## src/rtl/root_stream_writer.sv

```systemverilog
// Serializes a snapshot of the decoder root bus into a 32-bit valid/ready word stream:
// test-ID header, one packed root word per PU, and an optional trailer (ROOT_STREAM_TRAILER_EN).
module root_stream_writer #(
    parameter int CODE_DISTANCE_X = 3,
    parameter int CODE_DISTANCE_Z = 2,
    localparam int MEASUREMENT_ROUNDS = (CODE_DISTANCE_X > CODE_DISTANCE_Z) ? CODE_DISTANCE_X : CODE_DISTANCE_Z,
    localparam int PU_COUNT = CODE_DISTANCE_X * CODE_DISTANCE_Z * MEASUREMENT_ROUNDS,
    localparam int PER_DIM_WIDTH = $clog2(MEASUREMENT_ROUNDS),
    localparam int ADDRESS_WIDTH = 3 * PER_DIM_WIDTH
) (
    input  logic                                clk,
    input  logic                                reset,
    input  logic                                result_valid,
    input  logic [ADDRESS_WIDTH*PU_COUNT-1:0]   roots,
    input  logic [31:0]                         test_id,
    input  logic [31:0]                         cycle_counter,
    input  logic [7:0]                          iteration_counter,
    output logic [31:0]                         out_data,
    output logic                                out_valid,
    input  logic                                out_ready,
    output logic                                busy,
    output logic                                dropped,
    output logic [7:0]                          drop_count
);

    localparam int IDX_W = (PU_COUNT > 1) ? $clog2(PU_COUNT) : 1;
    localparam logic [IDX_W-1:0] LAST_IDX = IDX_W'(PU_COUNT - 1);

`ifdef ROOT_STREAM_TRAILER_EN
    typedef enum logic [1:0] {S_IDLE, S_HEADER, S_ROOTS, S_TRAILER} state_t;
`else
    typedef enum logic [1:0] {S_IDLE, S_HEADER, S_ROOTS} state_t;
`endif

    // Stream handshake: a word moves on any rising clk where out_valid && out_ready;
    // out_valid/out_data only change after a transfer (never withdrawn while stalled).
    state_t                              state;
    logic                                valid_d;
    logic [ADDRESS_WIDTH*PU_COUNT-1:0]   roots_q;
    logic [IDX_W-1:0]                    word_idx;
    logic [ADDRESS_WIDTH-1:0]            root_arr [PU_COUNT];
    logic                                edge_seen;
    logic                                hs;

`ifdef ROOT_STREAM_TRAILER_EN
    logic [31:0] trailer_q;
    logic        unused_inputs;
    assign unused_inputs = ^cycle_counter[31:24];
`else
    logic        unused_inputs;
    assign unused_inputs = ^{cycle_counter, iteration_counter};
`endif

    for (genvar n = 0; n < PU_COUNT; n++) begin : g_root_arr
        assign root_arr[n] = roots_q[ADDRESS_WIDTH*n +: ADDRESS_WIDTH];
    end

    assign edge_seen = result_valid && !valid_d;
    assign hs        = out_valid && out_ready;
    assign busy      = (state != S_IDLE);

    // Root entry {z,x,y} spread into byte lanes: y -> [7:0], x -> [15:8], z -> [23:16].
    function automatic logic [31:0] pack_root(input logic [ADDRESS_WIDTH-1:0] a);
        logic [31:0] w;
        w = '0;
        w[PER_DIM_WIDTH-1:0]  = a[PER_DIM_WIDTH-1:0];
        w[8 +: PER_DIM_WIDTH]  = a[PER_DIM_WIDTH +: PER_DIM_WIDTH];
        w[16 +: PER_DIM_WIDTH] = a[2*PER_DIM_WIDTH +: PER_DIM_WIDTH];
        return w;
    endfunction

    always_ff @(posedge clk or negedge reset) begin
        if (!reset) begin
            state      <= S_IDLE;
            valid_d    <= 1'b0;
            roots_q    <= '0;
            word_idx   <= '0;
            out_data   <= '0;
            out_valid  <= 1'b0;
            dropped    <= 1'b0;
            drop_count <= '0;
`ifdef ROOT_STREAM_TRAILER_EN
            trailer_q  <= '0;
`endif
        end else begin
            valid_d <= result_valid;
            dropped <= 1'b0;
            // An edge arriving while any word is still owed is lost, last-handshake cycle included.
            if (edge_seen && state != S_IDLE) begin
                dropped <= 1'b1;
                if (drop_count != 8'hFF) drop_count <= drop_count + 8'd1;
            end
            case (state)
                S_IDLE: begin
                    if (edge_seen) begin
                        roots_q   <= roots;
                        word_idx  <= '0;
                        out_data  <= test_id;
                        out_valid <= 1'b1;
                        state     <= S_HEADER;
`ifdef ROOT_STREAM_TRAILER_EN
                        trailer_q <= {iteration_counter, cycle_counter[23:0]};
`endif
                    end
                end
                S_HEADER: begin
                    if (hs) begin
                        out_data <= pack_root(root_arr[word_idx]);
                        state    <= S_ROOTS;
                    end
                end
                S_ROOTS: begin
                    if (hs) begin
                        if (word_idx == LAST_IDX) begin
`ifdef ROOT_STREAM_TRAILER_EN
                            out_data  <= trailer_q;
                            state     <= S_TRAILER;
`else
                            out_data  <= '0;
                            out_valid <= 1'b0;
                            state     <= S_IDLE;
`endif
                        end else begin
                            word_idx <= word_idx + 1'b1;
                            out_data <= pack_root(root_arr[word_idx + 1'b1]);
                        end
                    end
                end
`ifdef ROOT_STREAM_TRAILER_EN
                S_TRAILER: begin
                    if (hs) begin
                        out_data  <= '0;
                        out_valid <= 1'b0;
                        state     <= S_IDLE;
                    end
                end
`endif
                default: begin
                    out_valid <= 1'b0;
                    state     <= S_IDLE;
                end
            endcase
        end
    end

endmodule
```

## config.mk

```make
export PLATFORM = sky130hd
export DESIGN_NAME = root_stream_writer
export DESIGN_NICKNAME = d
export VERILOG_FILES = /design/src/rtl/root_stream_writer.sv
export SDC_FILE = /design/constraint.sdc
export NUM_CORES = 1
export LEC_CHECK = 0
export ABC_AREA = 1
export CORE_UTILIZATION = 53
export CTS_CLUSTER_DIAMETER = 40
export DETAILED_ROUTE_END_ITERATION = 8
export HOLD_SLACK_MARGIN = 0.02
export MAX_ROUTING_LAYER = met4
export PLACE_DENSITY = 0.95
export RECOVER_POWER = 50
export SYNTH_ARGS = -nofsm -noshare
export SYNTH_HDL_FRONTEND = slang
export SYNTH_SLANG_ARGS = --single-unit
```

## constraint.sdc

```tcl
create_clock -name clk -period 3.6 [get_ports clk]
set_input_delay 0.72 -clock clk [delete_from_list [all_inputs] [get_ports clk]]
set_output_delay 0.72 -clock clk [all_outputs]
set_load 0.03 [all_outputs]
```

==> metrics.yaml, run 1 <==
global_route:
  grt_pass1_wl_um: 37130
  grtUsageTotal_pct: 29.53
  grt_max_degree: 105
  overflow: 0
  antenna_found_initial: 0
  grt_util_met2_pct: 48.39
  grt_pass1_vias: 7933
  grt_busiest_layer: "met2"
  met3_usage_pct: 5.696
  met1_usage_pct: 36.39
floorplan:
  die_x_um: 128.9
  start_util_pct: 53.94
  die_area_sq_um: 16620
  core-area_sq_um: 15830
  num_rows: 46
  fp.dieH_um: 128.9
  ios: 227
clocking:
  clockRootBuffer: "clkbuf_16"
  cts.sinks: 158
  ctsHoldBuffers: 0
  clkTransAtPathRegs_ns: 0.06
  clk_path_buf_depth: 2
  cts_inserted_buffers: 17
  cts_tree: "built"
  cts_htree_levels: 4
  postCtsResizedCells: 0
  clk_latency_ns: 0.43
  post_cts_buffers: 0
timing:
  max_freq_mhz: 344.4
  whs_ns: 0.4847
  finalSetupViolCount: 0
  fin_crit_sh_pct: 80.65
  final-max-slew-violation-count: 61
  period_minus_slack_ns: 2.903
  finalHoldViolCount: 0
  tns_ns: 0
  worst_pin_slew_ns: 1.560
  maxSlewHeadroom_pct: -4.012
  rsz0062_at_grt: "false"
  fin_worst_skew_ns: 0.009317
yosys:
  synth_cell_types: 26
  synth_edf_count: 0
  yosys-top-cells-area: "dfrtp_1, nand2_1, nand3_1"
  syn-cell-area_sq_um: 8537
  async_reset_ff_share_pct: 100.0
  syn-instance-count: 1194
  yosysMostFrequentCell: "nand2_1"
  yosysTopAreaCell: "dfrtp_1"
  ys.flop_type: "dfrtp_1"
  ys_seq_elements: 158
  postSynthAreaPerCell_sq_um: 7.150
  synthTopCellsByCount: "nand2_1, dfrtp_1, nand3_1, nor2_1, a21oi_1"
  yosysTopAreaCellShare_pct: 46.31
  ys_warn_count: 0
  synth_nets: 1386
  ys_seq_area_share_pct: 46.31
finish:
  diodes: 0
  nFillCells: 1243
  drive_gt1_share_pct: 4.139
  area_delta_synth_final_pct: 29.77
  multi_input_area_sq_um: 3800
  seq_area_sq_um: 3955
  finalNetCount: 1533
worst_setup_path:
  arrival_ns: 3.18
  worstPathRequired_ns: 3.88
  rr_endpoint: "roots_q[65]"
  worstSetupPathType: "in -> reg"
  reg2reg_depth: 6
  crit_fanout: 104
  crit_path_end_kind: "register"
  r2r_setup_slack_ns: 0.78
  regToRegStartpoint: "state[0]"
  cp-start-kind: "primary input"
drt:
  firstDrtPassIters: 5
  ant_nets: 0
  drc_errors: 0
  wire_per_inst_um: 14.53
  vias_per_cell: 5.261
  drt_iter0_markers: 805
  num_vias: 8255
  postRouteWirelength_um: 22800
pwr:
  p_leak_nw: 5.182
  ir_drop_mv: 0.4037
  power_density_nw_per_um2: 371.9
place:
  hpwl_um: 16160
  gp_congestion: 0.9312
  port-buffer-count: 186
status:
  failed_checks: "capacitance limit, slew limit"
  status: "complete, but fails checks"
flow_run:
  maxCapViolCount: 1
min_path:
  hold_class: "reg -> reg"
  hold_start: "out_data[31]"
  holdPathEnd: "out_data[31]"
  min_path_cells: 2
worst max-delay path, stage by stage:
cell and delay (ns):
dlygate4sd3_1 0.58, nand3_1 0.60, clkbuf_4 0.78, nor2_1 0.36, a21oi_1 0.07
sequential cells by signal, indices dropped and copies added, names as in the netlist:
| signal | cells |
|---|---|
| roots_q | 108 |
| out_data | 32 |
| drop_count | 8 |
| word_idx | 5 |
| state | 2 |
| dropped | 1 |
| out_valid | 1 |
| valid_d | 1 |
cell usage in the layout, fill, tap and decap left out:
master,netlist,final
nor3_1,2,2
inv_6,0,1
o21ai_0,50,50
dlygate4sd3_1,0,1
a31oi_1,1,1
inv_1,120,120
clkbuf_1,39,2
xor2_4,1,1
buf_4,6,9
clkbuf_4,0,1
clkbuf_16,0,17
clkinvlp_4,0,2
nand3_1,156,156
mux2_2,7,7
xor2_2,1,1
bufinv_16,0,3
nand2_1,348,348
clkdlybuf4s50_1,0,184
or2_2,1,1
clkinv_4,0,1
ha_1,8,8
clkinv_1,1,1
xor2_1,6,6
nor2_1,130,130
dfrtp_2,0,1
o22ai_1,4,4
inv_2,1,1
dfrtp_1,158,157
buf_12,0,3
clkbuf_8,0,2
o211ai_1,1,1
clkinv_2,0,3
a21oi_1,122,122
clkbuf_2,0,2
nand3b_1,1,1
xnor2_1,3,3
worst max-delay path by stage:
stage	start	end	slack, ns
after floorplan	word_idx[1]	out_data[16]	1.51
after global placement	word_idx[0]	out_data[1]	1.06
after detailed placement	word_idx[0]	out_data[1]	1.04
after CTS	state[0]	busy	0.81
after global routing	result_valid	roots_q[65]	0.50
final	result_valid	roots_q[65]	0.70
where the power goes:
group | switching (mW) | total (mW) | internal, mW
clock | 0.720 | 1.84 | 1.12
combinational | 0.181 | 0.414 | 0.233
sequential | 0.0472 | 1.86 | 1.82
per-layer routing:
metal / routed length (um) / vias to the layer above / share of wire [%]
li1: - / 4064 / -
met1: 9527 / 3817 / 42
met2: 11220 / 318 / 49
met3: 1436 / 56 / 6.3
met4: 613 / 0 / 2.7
met5: 0 / - / 0
through the flow:
| stage | util, % | worst slack, ns | total power [mW] | cells | instance area (sq um) |
|---|---|---|---|---|---|
| final | 69.99 | 0.6966 | 4.120 | 1569 | 11080 |
| after global routing | 69.99 | 0.5046 | 4.256 | 1569 | 11080 |
| after CTS | 70.21 | 0.8065 | 4.149 | 1569 | 11110 |
| after detailed placement | 66.43 | 1.036 | 2.316 | 1538 | 10510 |
| after global placement | 66.43 | 1.062 | 2.304 | 1538 | 10510 |
| after floorplan | - | 1.510 | 2.022 | 1194 | 8537 |
final cells by class:
class | instances | share of cell area (%)
Clock buffer | 21 | 4.156
Clock inverter | 10 | 1.242
Inverter | 122 | 4.134
Multi-Input combinational cell | 842 | 34.30
Sequential cell | 158 | 35.70
Tap cell | 216 | 2.440
Timing Repair Buffer | 200 | 18.03
kinds of logic (layout without fill, tap and decap cells):
group	Yosys count	after routing	synth area share (%)
and+or+nand+nor	638	638	30.44
buffers and inverters	194	353	9.175
AOI/OAI and AO/OA	178	178	10.54
DFF	158	158	46.31
xor gates and xnor gates	11	11	1.436
adders and majority gates	8	8	1.173
muxes	7	7	0.9234
(Power assumes the default switching activity.)
==> run 2: changes to the inputs <==
--- a/config.mk
+++ b/config.mk
@@ -6,12 +6,12 @@
 export NUM_CORES = 1
 export LEC_CHECK = 0
 export ABC_AREA = 1
-export CORE_UTILIZATION = 53
+export CORE_UTILIZATION = 45
 export CTS_CLUSTER_DIAMETER = 40
 export DETAILED_ROUTE_END_ITERATION = 8
 export HOLD_SLACK_MARGIN = 0.02
 export MAX_ROUTING_LAYER = met4
-export PLACE_DENSITY = 0.95
+export PLACE_DENSITY = 0.87
 export RECOVER_POWER = 50
 export SYNTH_ARGS = -nofsm -noshare
 export SYNTH_HDL_FRONTEND = slang
==> constraint.sdc (replaced) <==
create_clock -name clk -period 2.65 [get_ports clk]
set_input_delay 0.53 -clock clk [delete_from_list [all_inputs] [get_ports clk]]
set_output_delay 0.53 -clock clk [all_outputs]
set_load 0.03 [all_outputs]
==> metrics.yaml, run 2 (synthesis gave the netlist of run 1 again) <==
finish:
  largest_reg_flops: 108
  drive_gt1_share_pct: 4.846
  area_delta_synth_final_pct: 30.94
  final_cell_mix: "nand2_1, clkdlybuf4s50_1, dfrtp_1"
  reg_top3: "roots_q (108), out_data (32), drop_count (8)"
  postLayoutCoreUtil_pct: 59.96
  finalNetCount: 1541
  largest-register: "roots_q"
  diodes: 0
  final_common_cell: "nand2_1"
pwr:
  p_leak_nw: 5.235
  power_density_nw_per_um2: 498.4
  ir_drop_mv: 0.4475
clocking:
  cts_inserted_buffers: 17
  clk_latency_ns: 0.43
  clockRootBuffer: "clkbuf_16"
  ctsHoldBuffers: 0
  cts.sinks: 158
  post_cts_buffers: 0
  clkTransAtPathRegs_ns: 0.06
  clk_path_buf_depth: 2
  cts_tree: "built"
  postCtsResizedCells: 1
  cts_htree_levels: 4
timing:
  maxSlewHeadroom_pct: -18.75
  finalHoldViolCount: 0
  worst_pin_slew_ns: 1.781
  final-max-slew-violation-count: 64
  fin_worst_skew_ns: 0.01117
  tns_ns: 0
  rsz0062_at_grt: "false"
  period_minus_slack_ns: 2.392
  timing.final.ws_setup_ns: 0.2584
  finalSetupViolCount: 0
  max_freq_mhz: 418.1
  fin_crit_sh_pct: 90.25
floorplan:
  start_util_pct: 45.79
  fp.dieH_um: 139.7
  num_rows: 50
  die_x_um: 139.7
  ios: 227
  die_area_sq_um: 19530
  core-area_sq_um: 18640
status:
  status: "complete, but fails checks"
  failed_checks: "capacitance limit, slew limit"
drt:
  firstDrtPassIters: 6
  postRouteWirelength_um: 23920
  drt_iter0_markers: 729
  num_vias: 8315
  drc_errors: 0
  ant_nets: 0
  vias_per_cell: 5.210
  wire_per_inst_um: 14.99
worst_setup_path:
  worstPathRequired_ns: 3.02
  crit_path_end_kind: "register"
  arrival_ns: 2.76
  cp-start-kind: "register"
  worstSetupPathType: "reg -> reg"
  crit_fanout: 24
global_route:
  grt_pass1_wl_um: 39280
  grt_max_degree: 81
  grt_pass1_vias: 8080
  overflow: 0
  antenna_found_initial: 0
  grtUsageTotal_pct: 26.22
place:
  port-buffer-count: 186
  gp_congestion: 0.9185
  dp_slack_ns: 0.3229
  hpwl_um: 17090
flow_run:
  maxCapViolCount: 1
min_path:
  hold_class: "reg -> reg"
==> run 2: cell types whose count changed in the layout (fill, tap and decap cells not counted), sizes merged <==
cell           delta
clkinv            +2
dlygate4sd2       +1
clkdlybuf4s50     -1
clkinvlp          -1
clkbuf            +1
buf               +8
bufinv            -1
==> run 2: where the power goes <==
group / total, mW / internal [mW] / leakage, nW / switching (mW)
logic: 0.575 / 0.323 / 3.31 / 0.253
clock network: 2.47 / 1.48 / 0.296 / 0.982
registers: 2.53 / 2.47 / 1.63 / 0.0629
total: 5.57 / 4.27 / 5.23 / 1.30
==> run 2: path summary, 6_finish.rpt <==
kind                                  start          end  slack, ns  cells after the start
worst max-delay path            word_idx[1]  out_data[8]       0.26                     11
worst min-delay path            out_data[3]  out_data[3]       0.48                      2
worst max register to register  word_idx[1]  out_data[8]       0.26                     11
worst min register to register  out_data[3]  out_data[3]       0.48                      2
max in group asynchronous             reset  word_idx[0]       0.73                      2
min in group asynchronous             reset  out_data[7]       0.59                      1
==> run 2: metrics by stage <==
step	std cells	cell area (sq um)	hold WS, ns	power [mW]
after detailed placement	1564	10620	0.4721	3.157
after CTS	1596	11210	0.1299	5.620
after global routing	1596	11180	0.5017	5.765
after global placement	1564	10620	0.4656	3.139
final	1596	11180	0.4838	5.571
after floorplan	1194	8537	0.2344	2.747
==> run 2: per-layer routing <==
metal  track usage (%)  wire length (um)  up-vias
met5                 -                 0        -
met4             14.40              1144        0
met2             40.37             11290      338
li1                  -                 -     4079
met3             4.990              1275       96
met1             32.57             10220     3802
==> run 2: cell type report <==
type / count / area, sq um
Multi-Input combinational cell: 842 / 3800
Fill cell: 1683 / 7465
Clock buffer: 22 / 484.2
Tap cell: 234 / 292.8
Sequential cell: 158 / 3955
Clock inverter: 10 / 110.1
Inverter: 122 / 457.9
Timing Repair Buffer: 208 / 2078
==> run 2: critical path, cell delays in order (launching register included) <==
cell	delay, ns
dfrtp_1	0.51
inv_1	0.10
ha_1	0.29
inv_1	0.62
nand3_1	0.15
nand3_1	0.14
nand3_1	0.11
nand3_1	0.13
a21oi_1	0.07
nand2_1	0.09
nand2_1	0.05
nand2_1	0.05
==> run 3: changes to the inputs <==
--- a/config.mk
+++ b/config.mk
@@ -11,7 +11,7 @@
 export DETAILED_ROUTE_END_ITERATION = 8
 export HOLD_SLACK_MARGIN = 0.02
 export MAX_ROUTING_LAYER = met4
-export PLACE_DENSITY = 0.87
+export PLACE_DENSITY = 0.81
 export RECOVER_POWER = 50
 export SYNTH_ARGS = -nofsm -noshare
 export SYNTH_HDL_FRONTEND = slang
==> metrics.yaml, run 3 (synthesis gave the netlist of run 1 again) <==
timing:
  whs_ns: 0.4764
  finalHoldViolCount: 0
  final-max-slew-violation-count: 73
  rsz0062_at_grt: "false"
  finalSetupViolCount: 0
  worst_pin_slew_ns: 1.739
  period_minus_slack_ns: 2.438
  timing.final.ws_setup_ns: 0.2124
  maxSlewHeadroom_pct: -15.92
  fin_worst_skew_ns: 0.01096
  tns_ns: 0
  fin_crit_sh_pct: 91.98
  max_freq_mhz: 410.2
finish:
  final_common_cell: "nand2_1"
  finalNetCount: 1537
  reg_top3: "roots_q (108), out_data (32), drop_count (8)"
  diodes: 0
  area_delta_synth_final_pct: 30.03
  largest_reg_flops: 108
  drive_gt1_share_pct: 4.200
  largest-register: "roots_q"
  final_cell_mix: "nand2_1, clkdlybuf4s50_1, dfrtp_1"
  postLayoutCellArea_sq_um: 11100
  postLayoutCoreUtil_pct: 59.54
  nFillCells: 1727
place:
  port-buffer-count: 186
  placed_cell_area_sq_um: 10560
  dp_slack_ns: 0.2569
  gp_congestion: 0.9229
  hpwl_um: 16350
drt:
  drc_errors: 0
  vias_per_cell: 5.194
  wire_per_inst_um: 14.48
  num_vias: 8264
  firstDrtPassIters: 9
  ant_nets: 0
  drt_iter0_markers: 855
  postRouteWirelength_um: 23040
clocking:
  clk_path_buf_depth: 2
  clockRootBuffer: "clkbuf_16"
  post_cts_buffers: 0
  cts_tree: "built"
  cts.sinks: 158
  clkTransAtPathRegs_ns: 0.06
  cts_inserted_buffers: 17
  clk_latency_ns: 0.43
  cts_htree_levels: 4
global_route:
  overflow: 0
  grtUsageTotal_pct: 25.40
  antenna_found_initial: 0
  grt_pass1_vias: 7999
  grt_max_degree: 139
  grt_pass1_wl_um: 38250
worst_setup_path:
  cp-start-kind: "register"
  cp_common_cell: "o21ai_0"
  worstPathRequired_ns: 2.99
  crit_slowest_cell: "o21ai_0"
  worstPathCellList: "clkinv_1 > nand2_1 > o21ai_0 > a21oi_1 > o21ai_0"
  arrival_ns: 2.78
  crit_path_end_kind: "register"
  cpLargestDelayFamily: "compound AO/OA/AOI/OAI gates"
  crit_fanout: 11
  worstSetupPathType: "reg -> reg"
  worst-path-buf-inv: 1
  slowest_delay_ns: 0.89
pwr:
  power_density_nw_per_um2: 498.1
  p_leak_nw: 5.191
  ir_drop_mv: 0.4350
status:
  failed_checks: "capacitance limit, slew limit"
  status: "complete, but fails checks"
flow_run:
  maxCapViolCount: 1
floorplan:
  die_area_sq_um: 19530
  die_x_um: 139.7
  start_util_pct: 45.79
  ios: 227
  num_rows: 50
  core-area_sq_um: 18640
  fp.dieH_um: 139.7
min_path:
  hold_class: "reg -> reg"
[run 3: changes by cell type in the layout (fill, tap and decap cells not counted), sizes merged]
cell,previous run,this run
buf,20,15
clkbuf,25,30
clkinv,7,3
clkinvlp,1,0
dlygate4sd2,1,0
dlymetal6s2s,0,1
[run 3: layout make-up]
type | count | area, sq um | share of cell area, %
Tap cell | 234 | 292.8 | 2.638
Sequential cell | 158 | 3958 | 35.65
Timing Repair Buffer | 204 | 2014 | 18.15
Clock inverter | 5 | 78.83 | 0.7101
Inverter | 122 | 457.9 | 4.125
Multi-Input combinational cell | 842 | 3800 | 34.23
Clock buffer | 26 | 499.2 | 4.497
[run 3: path summary, 6_finish.rpt]
check	start	endpoint	slack, ns	cells after the start
setup / recovery	word_idx[2]	word_idx[0]	0.21	5
hold / removal	out_data[8]	out_data[8]	0.48	2
setup reg to reg	word_idx[2]	word_idx[0]	0.21	5
hold reg to reg	out_data[8]	out_data[8]	0.48	2
max in group asynchronous	reset	roots_q[17]	0.47	2
min in group asynchronous	reset	out_data[4]	0.56	1
[run 3: layer usage]
layer,share of wire (%),vias up,wire (um),track usage (%)
met5,0,-,0,-
met4,3.5,0,807,12.03
met3,5.8,65,1344,3.889
met2,47,320,10810,39.53
met1,44,3805,10080,32.56
li1,-,4074,-,-
[run 3: worst min-delay path, delay by kind of cell (launching register included)]
family | cells | cell delay (ns)
DFF | 1 | 0.34
and+or+nand+nor | 2 | 0.10
[run 3: report_power, final]
group	internal (mW)	switching, mW	leakage, nW
sequential	2.47	0.0622	1.63
clock	1.48	0.952	0.285
combinational	0.316	0.249	3.28
[run 3: through the flow]
step                      total power [mW]  std cells
after global routing                 5.705       1591
after global placement               3.134       1560
after floorplan                      2.747       1194
after detailed placement             3.149       1560
final                                5.530       1591
after CTS                            5.566       1591
[run 3: repair_timing]
action	CTS	global route
setup endpoints to repair	0	1
hold buffers	0	0
gates resized for setup	0	1
